==> src/rtl/tdm_mux_pkg.sv <==
// Shared definitions for the 8:1 TDM multiplexer: channel count, select width,
// output-register state encoding and the wrapping pointer increment.
package tdm_mux_pkg;

    localparam int N_CH  = 8;
    localparam int SEL_W = 3;

    typedef enum logic {
        EMPTY = 1'b0,
        FULL  = 1'b1
    } out_state_t;

    // Modulo-8 increment; the 3-bit width provides the 7 -> 0 wrap.
    function automatic logic [SEL_W-1:0] rr_next(input logic [SEL_W-1:0] ptr);
        return ptr + SEL_W'(1);
    endfunction

endpackage

==> src/rtl/tdm_mux8_rr_arbiter8.sv <==
// Rotating-priority arbiter for 8 requesters: the lowest index at or after ptr
// wins, wrapping 7 -> 0. Produces a one-hot grant plus its encoded index.
module rr_arbiter8
    import tdm_mux_pkg::*;
(
    input  logic [N_CH-1:0]  req,
    input  logic [SEL_W-1:0] ptr,
    input  logic             en,
    output logic [N_CH-1:0]  gnt,
    output logic [SEL_W-1:0] gnt_idx,
    output logic             gnt_vld
);

    logic [N_CH-1:0]  rot;
    logic [SEL_W-1:0] off;

    // Rotate requests so that bit 0 corresponds to the channel at ptr.
    generate
        for (genvar gi = 0; gi < N_CH; gi++) begin : g_rot
            logic [SEL_W-1:0] idx;
            assign idx     = ptr + SEL_W'(gi);
            assign rot[gi] = req[idx];
        end
    endgenerate

    always_comb begin
        off = '0;
        for (int i = N_CH - 1; i >= 0; i--) begin
            if (rot[i]) begin
                off = SEL_W'(i);
            end
        end
    end

    assign gnt_vld = en & (|req);
    assign gnt_idx = ptr + off;

    generate
        for (genvar gi = 0; gi < N_CH; gi++) begin : g_gnt
            assign gnt[gi] = gnt_vld & (gnt_idx == SEL_W'(gi));
        end
    endgenerate

endmodule

==> src/rtl/tdm_mux8.sv <==
// 8:1 time-shared mux with valid/ready handshakes and a registered, channel-tagged
// output. Define TDM_MUX_FIXED_SLOT_EN for strict slot-per-cycle TDM instead of round-robin.
module tdm_mux8
    import tdm_mux_pkg::*;
#(
    parameter int DW = 8
) (
    input  logic                 clk,
    input  logic                 rst,
    input  logic [N_CH*DW-1:0]   in_data,
    input  logic [N_CH-1:0]      in_valid,
    output logic [N_CH-1:0]      in_ready,
    output logic [DW-1:0]        out_data,
    output logic [SEL_W-1:0]     out_sel,
    output logic                 out_valid,
    input  logic                 out_ready
);

    out_state_t       state_reg, state_next;
    logic [DW-1:0]    data_reg;
    logic [SEL_W-1:0] sel_reg;

    logic             can_load;
    logic [N_CH-1:0]  arb_req;
    logic [SEL_W-1:0] arb_ptr;
    logic [N_CH-1:0]  gnt;
    logic [SEL_W-1:0] gnt_idx;
    logic             gnt_vld;
    logic [DW-1:0]    chan_data [N_CH];
    logic [DW-1:0]    gnt_data;

`ifdef TDM_MUX_FIXED_SLOT_EN
    // Only the channel owning the current slot may request; the slot free-runs.
    logic [SEL_W-1:0] slot_reg;

    assign arb_req = in_valid & (N_CH'(1) << slot_reg);
    assign arb_ptr = slot_reg;

    always_ff @(posedge clk) begin
        if (rst) begin
            slot_reg <= '0;
        end else begin
            slot_reg <= rr_next(slot_reg);
        end
    end
`else
    logic [SEL_W-1:0] ptr_reg;

    assign arb_req = in_valid;
    assign arb_ptr = ptr_reg;

    always_ff @(posedge clk) begin
        if (rst) begin
            ptr_reg <= '0;
        end else if (gnt_vld) begin
            ptr_reg <= rr_next(gnt_idx);
        end
    end
`endif

    // The output register can take a beat if it is empty or draining this cycle.
    assign can_load = (state_reg == EMPTY) | out_ready;

    rr_arbiter8 u_arb (
        .req     (arb_req),
        .ptr     (arb_ptr),
        .en      (can_load & ~rst),
        .gnt     (gnt),
        .gnt_idx (gnt_idx),
        .gnt_vld (gnt_vld)
    );

    assign in_ready = gnt;

    generate
        for (genvar gi = 0; gi < N_CH; gi++) begin : g_chan
            assign chan_data[gi] = in_data[gi*DW +: DW];
        end
    endgenerate

    assign gnt_data = chan_data[gnt_idx];

    always_comb begin
        state_next = state_reg;
        case (state_reg)
            EMPTY: if (gnt_vld) state_next = FULL;
            FULL:  if (out_ready && !gnt_vld) state_next = EMPTY;
            default: state_next = EMPTY;
        endcase
    end

    always_ff @(posedge clk) begin
        if (rst) begin
            state_reg <= EMPTY;
            data_reg  <= '0;
            sel_reg   <= '0;
        end else begin
            state_reg <= state_next;
            if (gnt_vld) begin
                data_reg <= gnt_data;
                sel_reg  <= gnt_idx;
            end
        end
    end

    assign out_data  = data_reg;
    assign out_sel   = sel_reg;
    assign out_valid = (state_reg == FULL);

endmodule

==> config.mk <==
export PLATFORM = sky130hd
export DESIGN_NAME = tdm_mux8
export DESIGN_NICKNAME = d
export VERILOG_FILES = /design/src/rtl/tdm_mux_pkg.sv /design/src/rtl/tdm_mux8_rr_arbiter8.sv /design/src/rtl/tdm_mux8.sv
export SDC_FILE = /design/constraint.sdc
export NUM_CORES = 1
export LEC_CHECK = 0
export ABC_AREA = 1
export CORE_MARGIN = 2
export CORE_UTILIZATION = 41
export DETAILED_ROUTE_END_ITERATION = 16
export PLACE_DENSITY = 0.85
export SKIP_LAST_GASP = 1
export SLEW_MARGIN = 30
export SYNTH_ARGS = -nofsm -noshare
export SYNTH_HDL_FRONTEND = slang
export SYNTH_SLANG_ARGS = --single-unit
==> constraint.sdc <==
create_clock -name clk -period 5.1 [get_ports clk]
set_input_delay 0.51 -clock clk [delete_from_list [all_inputs] [get_ports clk]]
set_output_delay 0.51 -clock clk [all_outputs]
set_load 0.05 [all_outputs]
==> metrics.txt <==
most used flip-flop cell after synthesis=dfxtp_1; Post-Place Cells=427; Reg2Reg Depth=22; Peak VDD IR=0.522 mV; fillcell total=388; CTS root buffer=clkbuf_8; CP Data Required Time=4.59 ns; vias post-DR=2331; # rows=24; most numerous cell in the Yosys netlist=nand3_1; Final min period=4.66 ns; crit-path cells=inv_6, ha_1, inv_1, nand3_1, nand3_1, nand2_1, a31oi_1, o21ai_0, nand2_1, a21boi_0, ha_1, inv_1, fa_1, xor2_1, inv_1, nand3_4, nand2_4, inv_2, ha_1, inv_1, nor2_1, buf_12; share of layout cells above drive strength 1=17.2%; Total Power=2400 uW; TritonCTS clock tree=yes; RSZ-0062 raised after global routing=false; gr usage total=23.9%; die footprint=5220 um^2; Non-Filler Instances=431; CTS buffer count=3; hold_buf cts=0; Worst Setup End Kind=primary output; ANT cells=0; via-per-instance ratio=5.41; Mapped Cells=295; first-pass GRT wire length=9980 um; worst-path maximum fanout=11; Initial Utilization=43.3%; initial DRC count=104; GRT Residual Overflow=0; post-synth top area cell=nand3_1; area grow syn2layout=52.4%; Fin. Hold Viols=0; H-tree depth=1; max-slew violation count=0; Ports=95; placer congestion estimate=0.874; Lkg Pwr=0.00133 uW; core area=4410 um^2; hold path depth=2; post-synth cell types=33; Worst path max stage delay=0.60 ns; Synth Area per Inst=6.47 um^2; vias in the first global route=2307; top post-synthesis cells by count=nand3_1 (70), nand2_1 (60), nand3_2 (20); fmax=215 MHz; Worst path top cell family by delay=adder cells; Skew-Pair Late Insertion Delay=0.25 ns; drt drc=0; WL/cell=13.7 um; Final period util=91.4%; Seq/Total Area, Yosys=15.7%; status=finished clean; DP Wirelength=4730 um; worst path bufs/invs=7; Worst slew margin=59.9%; clk sink count=15; CTS max path bufs=2; pin count of the biggest net entering global routing=37; # setup viols final=0; cell at the slowest stage of the critical path=dfxtp_1; drt pass-1 iters=4; Post-CTS Resized=0; Buffers on Ports=94; net count reported at finish=461; max-cap viol count=0; Mapped Area=1910 um^2; Worst Path Arrival=4.15 ns; Yosys reg bits=15; die height=72.2 um; Yosys top cell area share=18.3%; die width=72.2 um; # Post-CTS Setup Buffers=0; most used cell, CP=inv_1; Startpoint Class=register; TNS Setup=0 ns; WL final=5890 um; Hold Crit Class=reg -> reg; Clock Skews=0.00449 ns; initial antenna violation count=0; Worst Tran Pin Value=0.600 ns; Crit. path cell count=22; Worst-path clk slew=0.06 ns; Antenna Nets Post-Route=0; synth warn=0; number of flops mapped to enable cells by yosys=0; synth top area cells=nand3_1 (18%), dfxtp_1 (16%), nand2_1 (12%); WS Path Type=reg -> out; power density cells=825 nW/um^2; asr flop ratio synth=0%; syn_nets=376
## cells in the final DEF, fill, tap and decap left out, types with 3 or more instances in the layout
| cell | count |
|---|---|
| clkdlybuf4s50_1 | 86 |
| nand3_1 | 70 |
| nand2_1 | 60 |
| nand3_2 | 20 |
| inv_1 | 18 |
| a22oi_1 | 16 |
| nand2_2 | 15 |
| dfxtp_1 | 15 |
| nor2_1 | 14 |
| nand4_1 | 8 |
| buf_4 | 7 |
| inv_2 | 6 |
| o21ai_0 | 5 |
| ha_1 | 5 |
| buf_12 | 4 |
| xor2_1 | 3 |
| nand2_4 | 3 |
| a21oi_1 | 3 |
| clkbuf_8 | 3 |
## worst reg2reg max path, cell delays in order, from the launching register on
cell,delay (ns)
dfxtp_1,0.60
inv_6,0.12
ha_1,0.39
inv_1,0.10
nand3_1,0.11
nand3_1,0.08
nand2_1,0.12
a31oi_1,0.08
o21ai_0,0.15
nand2_1,0.07
a21boi_0,0.17
ha_1,0.17
inv_1,0.05
fa_1,0.50
buf_4,0.33
nor2_1,0.10
buf_4,0.21
a22oi_1,0.20
nand3_1,0.15
nand3_2,0.13
nand3_2,0.06
nand2_1,0.05
inv_1,0.04
## routing by layer
metal  track usage (%)  share of wire (%)
met4              5.66               0.92
met1              30.1                 41
met3              6.53                7.7
met5                 0                  0
met2              40.4                 50
## logic make-up (layout without fill, tap and decap cells)
group / after synthesis / after routing / synth area share [%]
AND/OR/NAND/NOR: 199 / 199 / 56.8
buffers and inverters: 42 / 126 / 11.0
AO/OA/AOI/OAI: 28 / 28 / 9.90
flip-flops: 15 / 15 / 15.7
adder cells (fa/ha/maj): 6 / 6 / 4.33
XOR/XNOR: 5 / 5 / 2.29
## flip-flops by register name, summed over array words and instances (netlist names)
signal	flops
arb_ptr	3
out_data	8
out_sel	3
out_valid	1
## layout make-up
class / count / area [um^2] / area share [%]
multi-input cells: 238 / 1410 / 48.3
repair buffers: 97 / 993 / 34.2
flip-flops and latches: 15 / 300 / 10.3
inverters: 25 / 98.8 / 3.40
well taps: 52 / 65.1 / 2.24
clock buffers: 4 / 45.0 / 1.55
## power by group
group	internal [uW]	switching [uW]	total, uW
combinational	733	1370	2110
clock	55.4	43.4	98.8
sequential	150	43.8	194
total	939	1460	2400
## path summary, 6_finish.rpt
kind              slack, ns                  endpoint                     from
setup / recovery       0.44               in_ready[7]  arb_ptr[0]$_SDFFE_PP0P_
hold reg to reg        0.48   out_sel[2]$_SDFFE_PP0P_  out_sel[2]$_SDFFE_PP0P_
hold / removal         0.48   out_sel[2]$_SDFFE_PP0P_  out_sel[2]$_SDFFE_PP0P_
setup reg to reg       1.01  out_data[7]$_SDFFE_PP0P_  arb_ptr[0]$_SDFFE_PP0P_
## through the flow
step           hold slack [ns]  setup WS [ns]  utilization (%)  cell area (um^2)
6_report                 0.480          0.441             65.9              2910
3_3_place_gp             0.464          0.856             64.8              2860
2_1_floorplan            0.579          0.703                -              1910
4_1_cts                  0.478          0.444             65.8              2900
3_5_place_dp             0.467          0.682             64.8              2860
5_1_grt                  0.495          0.130             65.9              2910
(Power assumes the default switching activity.)
